**src/rtl/motor_ctrl_pkg.sv**
```systemverilog
// Shared definitions for the V/f drive sequencer: word width, state encoding,
// default frequency/amplitude limits and the saturated V/f amplitude law.
package motor_ctrl_pkg;

  localparam int unsigned FW          = 7;
  localparam int unsigned F_MIN_DEF   = 5;
  localparam int unsigned F_MAX_DEF   = 100;
  localparam int unsigned AMP_MAX_DEF = 100;

  typedef enum logic [2:0] {
    ST_IDLE  = 3'd0,
    ST_ACCEL = 3'd1,
    ST_RUN   = 3'd2,
    ST_DECEL = 3'd3,
    ST_DWELL = 3'd4,
    ST_FAULT = 3'd5
  } state_t;

  // amp = min(amp_max, v_boost + (f*kvf)>>4); product FW+5 wide, sum FW+6 wide
  function automatic logic [FW-1:0] vf_amp(
    input logic [FW-1:0] f,
    input int unsigned   kvf,
    input int unsigned   v_boost,
    input int unsigned   amp_max
  );
    logic [FW+4:0] prod;
    logic [FW+5:0] sum;
    prod = (FW+5)'(f * kvf);
    sum  = (FW+6)'(prod >> 4) + (FW+6)'(v_boost);
    if (sum > (FW+6)'(amp_max)) begin
      return FW'(amp_max);
    end
    return sum[FW-1:0];
  endfunction

endpackage

```
**src/rtl/ramp_tick_gen.sv**
```systemverilog
// Ramp-rate prescaler: counts 0..RAMP_DIV-1 and flags the last count as a
// one-cycle tick; clear_i restarts the count so every state begins a fresh period.
module ramp_tick_gen #(
  parameter int unsigned RAMP_DIV = 500000
) (
  input  logic clk_i,
  input  logic reset_i,
  input  logic clear_i,
  output logic tick_o
);

  localparam int unsigned CW = (RAMP_DIV > 1) ? $clog2(RAMP_DIV) : 1;

  logic [CW-1:0] cnt_q, cnt_d;

  assign tick_o = (cnt_q == CW'(RAMP_DIV - 1));

  always_comb begin
    cnt_d = cnt_q + CW'(1);
    if (clear_i || tick_o) begin
      cnt_d = '0;
    end
  end

  always_ff @(posedge clk_i) begin
    if (reset_i) begin
      cnt_q <= '0;
    end else begin
      cnt_q <= cnt_d;
    end
  end

endmodule

```
**src/rtl/vf_ramp_scheduler.sv**
```systemverilog
// V/f soft-start/soft-stop sequencer: rate-limits the frequency word, derives
// the amplitude word, and sequences direction reversal and fault latching.
module vf_ramp_scheduler
  import motor_ctrl_pkg::*;
#(
  parameter int unsigned RAMP_DIV = 500000,
  parameter int unsigned F_MIN    = F_MIN_DEF,
  parameter int unsigned F_MAX    = F_MAX_DEF,
  parameter int unsigned KVF      = 16,
  parameter int unsigned V_BOOST  = 10,
  parameter int unsigned AMP_MAX  = AMP_MAX_DEF,
  parameter int unsigned DWELL    = 50000000
) (
  input  logic          clk,
  input  logic          reset,
  input  logic          run,
  input  logic          dir_cmd,
  input  logic [FW-1:0] f_target,
  input  logic          fault,
  output logic [FW-1:0] f_out,
  output logic [FW-1:0] amp_out,
  output logic          pwm_en,
  output logic          dir_out,
  output logic          at_speed,
  output logic [2:0]    state_o
);

  localparam int unsigned DW = (DWELL > 1) ? $clog2(DWELL) : 1;

  state_t        state_q, state_d;
  logic [FW-1:0] f_q, f_d, amp_q, f_tc;
  logic          pwm_q, pwm_d, dir_q, dir_d, at_q, at_d;
  logic [DW-1:0] dwell_q, dwell_d;
  logic          tick, state_change, dir_differs, dwell_done;

  always_comb begin
    f_tc = f_target;
    if (f_target < FW'(F_MIN)) begin
      f_tc = FW'(F_MIN);
    end else if (f_target > FW'(F_MAX)) begin
      f_tc = FW'(F_MAX);
    end
  end

  assign dir_differs  = (dir_cmd != dir_q);
  assign dwell_done   = (dwell_q == DW'(DWELL - 1));
  assign state_change = (state_d != state_q);

  ramp_tick_gen #(
    .RAMP_DIV(RAMP_DIV)
  ) u_tick (
    .clk_i  (clk),
    .reset_i(reset),
    .clear_i(state_change),
    .tick_o (tick)
  );

  // State register together with the datapath registers it sequences
  always_ff @(posedge clk) begin
    if (reset) begin
      state_q <= ST_IDLE;
      f_q     <= '0;
      amp_q   <= '0;
      pwm_q   <= 1'b0;
      dir_q   <= 1'b0;
      at_q    <= 1'b0;
      dwell_q <= '0;
    end else begin
      state_q <= state_d;
      f_q     <= f_d;
      amp_q   <= pwm_q ? vf_amp(f_q, KVF, V_BOOST, AMP_MAX) : '0;
      pwm_q   <= pwm_d;
      dir_q   <= dir_d;
      at_q    <= at_d;
      dwell_q <= dwell_d;
    end
  end

  always_comb begin
    state_d = state_q;
    if (fault) begin
      state_d = ST_FAULT;
    end else begin
      case (state_q)
        ST_IDLE:  if (run) state_d = ST_ACCEL;
        ST_ACCEL: begin
          if (!run || dir_differs) state_d = ST_DECEL;
          else if (f_q == f_tc)    state_d = ST_RUN;
        end
        ST_RUN: begin
          if (!run || dir_differs) state_d = ST_DECEL;
          else if (f_q != f_tc)    state_d = ST_ACCEL;
        end
        ST_DECEL: begin
          // Operator re-asserting the same direction resumes from the current speed
          if (run && !dir_differs)            state_d = ST_ACCEL;
          else if (tick && f_q == FW'(F_MIN)) state_d = run ? ST_DWELL : ST_IDLE;
        end
        ST_DWELL: begin
          if (!run)           state_d = ST_IDLE;
          else if (dwell_done) state_d = ST_ACCEL;
        end
        ST_FAULT: if (!run) state_d = ST_IDLE;
        default:  state_d = ST_IDLE;
      endcase
    end
  end

  always_comb begin
    f_d     = f_q;
    pwm_d   = pwm_q;
    dir_d   = dir_q;
    at_d    = at_q;
    dwell_d = '0;
    if (state_q == ST_DWELL && state_d == ST_DWELL) begin
      dwell_d = dwell_q + DW'(1);
    end
    if (fault) begin
      f_d   = '0;
      pwm_d = 1'b0;
      at_d  = 1'b0;
    end else begin
      case (state_q)
        ST_IDLE, ST_DWELL: begin
          if (state_d == ST_ACCEL) begin
            dir_d = dir_cmd;
            f_d   = FW'(F_MIN);
            pwm_d = 1'b1;
          end
        end
        ST_ACCEL: begin
          if (state_d == ST_DECEL) begin
            at_d = 1'b0;
          end else if (state_d == ST_RUN) begin
            at_d = 1'b1;
          end else if (tick) begin
            f_d = (f_tc > f_q) ? f_q + FW'(1) : f_q - FW'(1);
          end
        end
        ST_RUN: begin
          if (state_d != ST_RUN) at_d = 1'b0;
        end
        ST_DECEL: begin
          if (state_d == ST_IDLE || state_d == ST_DWELL) begin
            f_d   = '0;
            pwm_d = 1'b0;
          end else if (state_d == ST_DECEL && tick) begin
            f_d = f_q - FW'(1);
          end
        end
        default: ;
      endcase
    end
  end

  assign f_out    = f_q;
  assign amp_out  = amp_q;
  assign pwm_en   = pwm_q;
  assign dir_out  = dir_q;
  assign at_speed = at_q;
  assign state_o  = state_q;

endmodule

```
**config.mk**
```make
export PLATFORM = sky130hd
export DESIGN_NAME = vf_ramp_scheduler
export DESIGN_NICKNAME = d
export VERILOG_FILES = /design/src/rtl/motor_ctrl_pkg.sv /design/src/rtl/ramp_tick_gen.sv /design/src/rtl/vf_ramp_scheduler.sv
export SDC_FILE = /design/constraint.sdc
export NUM_CORES = 1
export LEC_CHECK = 0
export BUFFER_PORTS_ARGS = -buffer_cell sky130_fd_sc_hd__buf_2
export CAP_MARGIN = 20
export CORE_MARGIN = 3
export CORE_UTILIZATION = 54
export CTS_CLUSTER_DIAMETER = 120
export CTS_CLUSTER_SIZE = 25
export DETAILED_ROUTE_END_ITERATION = 10
export HOLD_SLACK_MARGIN = 0.03
export PLACE_DENSITY = 0.79
export SKIP_CTS_REPAIR_TIMING = 1
export SYNTH_ARGS = -nofsm -noshare
export SYNTH_HDL_FRONTEND = slang
export SYNTH_HIERARCHICAL = 1
export SYNTH_SLANG_ARGS = --single-unit
```
**constraint.sdc**
```tcl
create_clock -name clk -period 3.3 [get_ports clk]
set_input_delay 0 -clock clk [delete_from_list [all_inputs] [get_ports clk]]
set_output_delay 0 -clock clk [all_outputs]
set_load 0.02 [all_outputs]
```
# Word-level counts from Yosys, hierarchy flattened
# Cells that the tools add are included.
# classes
n_addsub,5
n_mul,0
div_mod_pow,0
n_lt_le_gt_ge,4
eq_ne,25
shift,0
mux,34
bitwise_logic,3
n_reduce_logical,23
# ops
operator,count
$mux 7,11
$mux 3,12
$add 26x1->26 const B,1
$eq 26x26->1 const B,1
$pmux 7 s3,1
$add 19x1->19 const B,1
$eq 19x19->1 const B,1
$pmux 3 s6,1
$eq 3x2->1 const B,4
$ne 2x2->1 const B,6
$reduce_or 2->1,5
$eq 3x3->1 const B,3
$reduce_and 3->1,3
$add 7x4->8 const B,1
$gt 8x7->1 const B,1
$add 7x1->7 const B,1
$eq 7x3->1 const B,1
$eq 7x7->1,1
$gt 7x7->1,1
$gt 7x7->1 const B,1
$lt 7x3->1 const B,1
$mux 1,7
$ne 7x7->1,1
$sub 7x1->7 const B,1
other kinds (14),27
# totals
regBits,65
latch_bits,0
mem_bits_rw,0
rom_bits,0
in_bits,12
output_inout_bits,20
elab_cells,102
memories,0

# Longest topological paths before layout
# logic_depth
word_depth,13
ltp_mapped,15

# Hierarchy
# Netlist, hierarchy kept.
# modules_own_cells
mod,n_inst,cells_each,area_each_um2,seq_area_each_um2
vf_ramp_scheduler,1,365,2906.5,920.9
ramp_tick_gen,1,95,864.6,380.4

# Worst setup path after synthesis
# Ideal clock, no wire load.
# synth_path
kind,flip-flop to flip-flop
start,register u_tick.cnt_q[8]
end,register dwell_q[16]
arrival_time_ps,3408
t_required_ps,3236
path_slack_ps,-172
path_stages_with_launch,12
path_buffers,2
path_cell_list,dfxtp_1 or4b_1 or4b_4 nor4_1 nand4b_1 or2_4 a32oi_4 nand4_4 or4_1 buf_6 buf_6 nor2_1
# synth_via
elab_chain_cells,10
# synth_rtl
item,line,text
"start, declared",ramp_tick_gen.sv:14,"logic [CW-1:0] cnt_q, cnt_d;"
"start signal, assigned",ramp_tick_gen.sv:29,cnt_q <= cnt_d;
$eq 19x19->1,ramp_tick_gen.sv:16,assign tick_o = (cnt_q == CW'(RAMP_DIV - 1));
via tick,vf_ramp_scheduler.sv:34,"logic tick, state_change, dir_differs, dwell_done;"
$logic_and 1x1->1,vf_ramp_scheduler.sv:97,else if (tick && f_q == FW'(F_MIN)) state_d = run ? ST_DWELL : ST_IDLE;
$mux 3,vf_ramp_scheduler.sv:97,
$mux 3,vf_ramp_scheduler.sv:96,if (run && !dir_differs) state_d = ST_ACCEL;
$pmux 3 s6,vf_ramp_scheduler.sv:84,case (state_q)
$mux 3,vf_ramp_scheduler.sv:81,if (fault) begin
$eq 3x3->1,vf_ramp_scheduler.sv:115,if (state_q == ST_DWELL && state_d == ST_DWELL) begin
$logic_and 1x1->1,vf_ramp_scheduler.sv:115,
$not 1->1 (no source line),-,
$reduce_or 2->1 (no source line),-,
"end signal, assigned",vf_ramp_scheduler.sv:75,dwell_q <= dwell_d;
"end, declared",vf_ramp_scheduler.sv:33,"logic [DW-1:0] dwell_q, dwell_d;"
# The timed path passes the listed nets, and every way through them passes these cells.
# A chain may end at the register's enable or synchronous reset.

# Worst setup path after layout
# layout_path
start,register u_tick.cnt_q[11]
end,register u_tick.cnt_q[14]
# layout_via
elab_chain_cells,9
# layout_rtl
item,line,text
$eq 19x19->1,ramp_tick_gen.sv:16,
via tick,vf_ramp_scheduler.sv:34,
$logic_and 1x1->1,vf_ramp_scheduler.sv:97,
$mux 3,vf_ramp_scheduler.sv:97,
$mux 3,vf_ramp_scheduler.sv:96,
$pmux 3 s6,vf_ramp_scheduler.sv:84,
$mux 3,vf_ramp_scheduler.sv:81,
$ne 3x3->1,vf_ramp_scheduler.sv:47,assign state_change = (state_d != state_q);
via state_change,vf_ramp_scheduler.sv:34,
$logic_or 1x1->1,ramp_tick_gen.sv:20,if (clear_i || tick_o) begin
$reduce_or 2->1 (no source line),-,
# The timed path passes the listed nets, and every way through them passes these cells.

==> flow_summary.yaml <==
synthesis:
  post_synth_fa_ha_maj_area_fraction_pct: 5.309
  netlist_instances: 460
  yosys_register_bits: 65
  synth_edf_count: 0
  syn_avg_cell_area_um2: 8.198
  synth_area_um2: 3771
  synth_compound_area_share_pct: 14.70
  yosys.area_share.simple_pct: 29.56
  syn_nets: 488
  async_flop_share_pct: 0
  yosysSeqAreaShare_pct: 34.51
  synthMuxAreaShare_pct: 0
  synth_top_family_by_area: "simple AND/OR/NAND/NOR gates"
  synth-xor-area-share_pct: 11.61
  yosys_warnings: 6
  yosysUniqueCellTypes: 65
  synth_ff_type: "dfxtp_1"
clock_tree:
  cts_buffers: 9
  cts_sinks: 65
  cts-root-buf: "clkbuf_8"
  clock_path_buffers: 2
  cts.clk_slew.worst_paths_ns: 0.07
  clock_latency_ns: 0.34
  cts_tree: "yes"
  htree_levels: 3
critical_path:
  cp_max_fo: 9
  critPathLaunchType: "flop"
  crit_arrival_ns: 3.79
  path_buf_inv: 0
  slowest_delay_ns: 0.53
  critPathKind: "flop to flop"
  worstPathCellList: "or4b_4, or4b_4, nor4_4, nand4b_1, a211oi_1, a2bb2oi_2, nand3_1, nor2_1, o211ai_1, nor2_4, o41ai_4, nor2_1"
  cp.required_ns: 3.58
  critPathTopFamily: "simple AND/OR/NAND/NOR gates"
  end_kind: "flop"
  crit_slowest_cell: "or4b_4"
final_layout:
  instances_no_fill: 611
  nNetsFinal: 543
  antenna_cells: 0
  final_area_um2: 4533
  final_layout_size_suffix_gt1_share_pct: 21.62
  n_fill_cell: 531
  areaGrowthSynthToFinish_pct: 20.21
sta:
  relSlewSlack_pct: 55.86
  rsz0062_at_grt: "yes"
  hold_viol: 0
  finalCritPeriodShare_pct: 106.4
  setup_viol: 52
  timing.final.max_slew_violations: 0
  max_clock_freq_mhz: 284.9
  fin_crit_ns: 3.510
  tns_ns: -9.660
  tightest_slew_ns: 0.6552
  hold_slack_ns: 0.06069
  fin_skew_ns: 0.01011
  timing.final.ws_setup_ns: -0.2099
pwr:
  switchingPower_mw: 0.4209
  clockPowerShare_pct: 35.2
  internal_power_mw: 1.135
  leakage_nw: 1.614
  p_total_mw: 1.556
  ir_drop_v: 0.0003100
  pwr-share-comb_pct: 13.1
  seq_power_share_pct: 51.7
  power_density_nw_per_um2: 343.3
  sw_frac_of_total_pct: 27.05
drt:
  first_pass_iters: 5
  wl_um: 9172
  drtAntennaViolNets: 0
  routedWlPerCell_um: 15.01
  vias_per_cell: 5.809
  route.detailed.drc: 0
  vias: 3549
  drt_iter0_drc: 219
global_route:
  grt_pass1_vias: 3267
  grt.overflow.total: 0
  grt_max_degree: 27
  grt_pass1_wl_um: 14680
  grtUsageTotal_pct: 23.46
  antenna_found_initial: 0
flow_run:
  maxCapViolCount: 0
status:
  failed_checks: "setup timing"
  status: "finished with violations"
placement:
  place_inst: 587
  place_area_um2: 4105
  place_congestion: 0.9477
  hpwl_um: 6223
  io_buffers: 31
floorplanning:
  fp.dieW_um: 89.57
  die_y_um: 89.57
  rows: 29
  initial_utilization_pct: 57.42
  ios: 32
  core_um2: 6568
  dieArea_um2: 8022
min_path:
  hp-class: "input pin to flop"
-- power by group through the flow --
stage / Clock, mW / Combinational, mW / Sequential, mW
after floorplan: 0 / 0.122 / 0.819
after global placement: 0 / 0.169 / 0.821
after detailed placement: 0 / 0.171 / 0.822
after CTS: 0.559 / 0.173 / 0.804
after global routing: 0.599 / 0.222 / 0.805
final: 0.547 / 0.204 / 0.804
-- state kept, by name, summed over array words and instances (netlist names) --
register and flops:
at_speed 1, f_out 7, pwm_en 1, amp_out 7, state_o 3, u_tick/cnt_q 19, dwell_q 26, dir_out 1
-- synth_stat cells (3+ instances only) --
cell      number  area, um2
a211oi_1       3      22.52
a21oi_1       19      95.09
and2_1         4      25.02
and3_1         4      25.02
and4_1         6      52.55
buf_6          5      56.30
clkbuf_1       9      33.78
dfxtp_1       65       1301
ha_1          16      200.2
inv_1         15      56.30
nand2_1       37      138.9
nand2b_1       6      37.54
nand3_1       18      90.09
nand4_1       15      93.84
nor2_1        84      315.3
nor3_1        15      75.07
nor4_1         5      31.28
o211a_1        3      30.03
o211ai_1       3      22.52
o21a_1         4      30.03
o21ai_0       10      50.05
o22ai_1        3      18.77
o32ai_1        3      26.28
or2_2          4      25.02
or3_1          6      37.54
or4_1          4      30.03
xnor2_1       26      227.7
xor2_1        24      210.2
-- metal layers --
metal  global-route usage (%)  share of wire [%]  vias to the layer above
li1                         -                  -                     1748
met1                    31.06                 46                     1666
met2                    36.17                 47                      131
met3                    7.465                7.2                        4
met4                    7.578               0.32                        0
met5                        0                  0                        -
-- placed cells by master, fill, tap and decap left out, types with 3 or more instances in the layout --
cell,synthesis,routed
nor2_2,0,11
inv_1,15,15
nor3_1,15,14
o21a_1,4,4
o211ai_1,3,3
a211oi_1,3,3
nand4_1,15,15
and2_1,4,4
dfxtp_1,65,64
nand2_1,37,37
or3_1,6,6
o21ai_0,10,9
dlygate4sd3_1,0,3
or4_1,4,3
nor4_1,5,4
nand2b_1,6,6
o22ai_1,3,3
xnor2_1,26,26
buf_6,5,4
clkbuf_8,0,9
o211a_1,3,3
and3_1,4,4
buf_4,0,19
xor2_1,24,24
a21oi_1,19,14
and4_1,6,6
nor2_1,84,72
nand3_1,18,18
ha_1,16,16
a21oi_2,0,4
buf_2,1,31
clkinv_2,0,3
or2_2,4,3
-- tightest hold or removal path: cells and delay by family --
| family | cells | cell delay (ns) |
|---|---|---|
| buffers and inverters | 1 | 0.18 |
| and+or+nand+nor | 2 | 0.18 |
-- cell type report --
cell class | instances | area (um2) | area share (%)
well taps | 93 | 116.4 | 2.567
inverters | 16 | 60.06 | 1.325
clock inverters | 4 | 22.52 | 0.4968
clock buffers | 10 | 127.6 | 2.815
multi-input cells | 364 | 2486 | 54.84
repair buffers | 59 | 417.9 | 9.219
flip-flops and latches | 65 | 1303 | 28.73
-- stage by stage --
step / worst slack, ns / utilization (%)
6_report: -0.2099 / 69.02
5_1_grt: -0.4175 / 69.02
4_1_cts: -0.1902 / 64.79
3_5_place_dp: -0.1728 / 62.51
3_3_place_gp: -0.04622 / 62.51
2_1_floorplan: 0.007870 / -
-- kinds of logic (layout without fill, tap and decap cells) --
family,after synthesis,after routing
xor+xnor,50,50
flops,65,65
fa+ha+maj,16,16
buf+inv,33,89
simple gates,222,222
compound gates,74,76
-- final timing paths --
kind | startpoint | end | slack [ns] | cells after the start
worst max-delay path | u_tick/cnt_q[11] | u_tick/cnt_q[14] | -0.21 | 12
worst min-delay path | fault | state_o[0] | 0.06 | 3
worst max register to register | u_tick/cnt_q[11] | u_tick/cnt_q[14] | -0.21 | 12
worst min register to register | dwell_q[0] | dwell_q[0] | 0.46 | 1
Note: power is estimated with default switching activity, not from simulation.
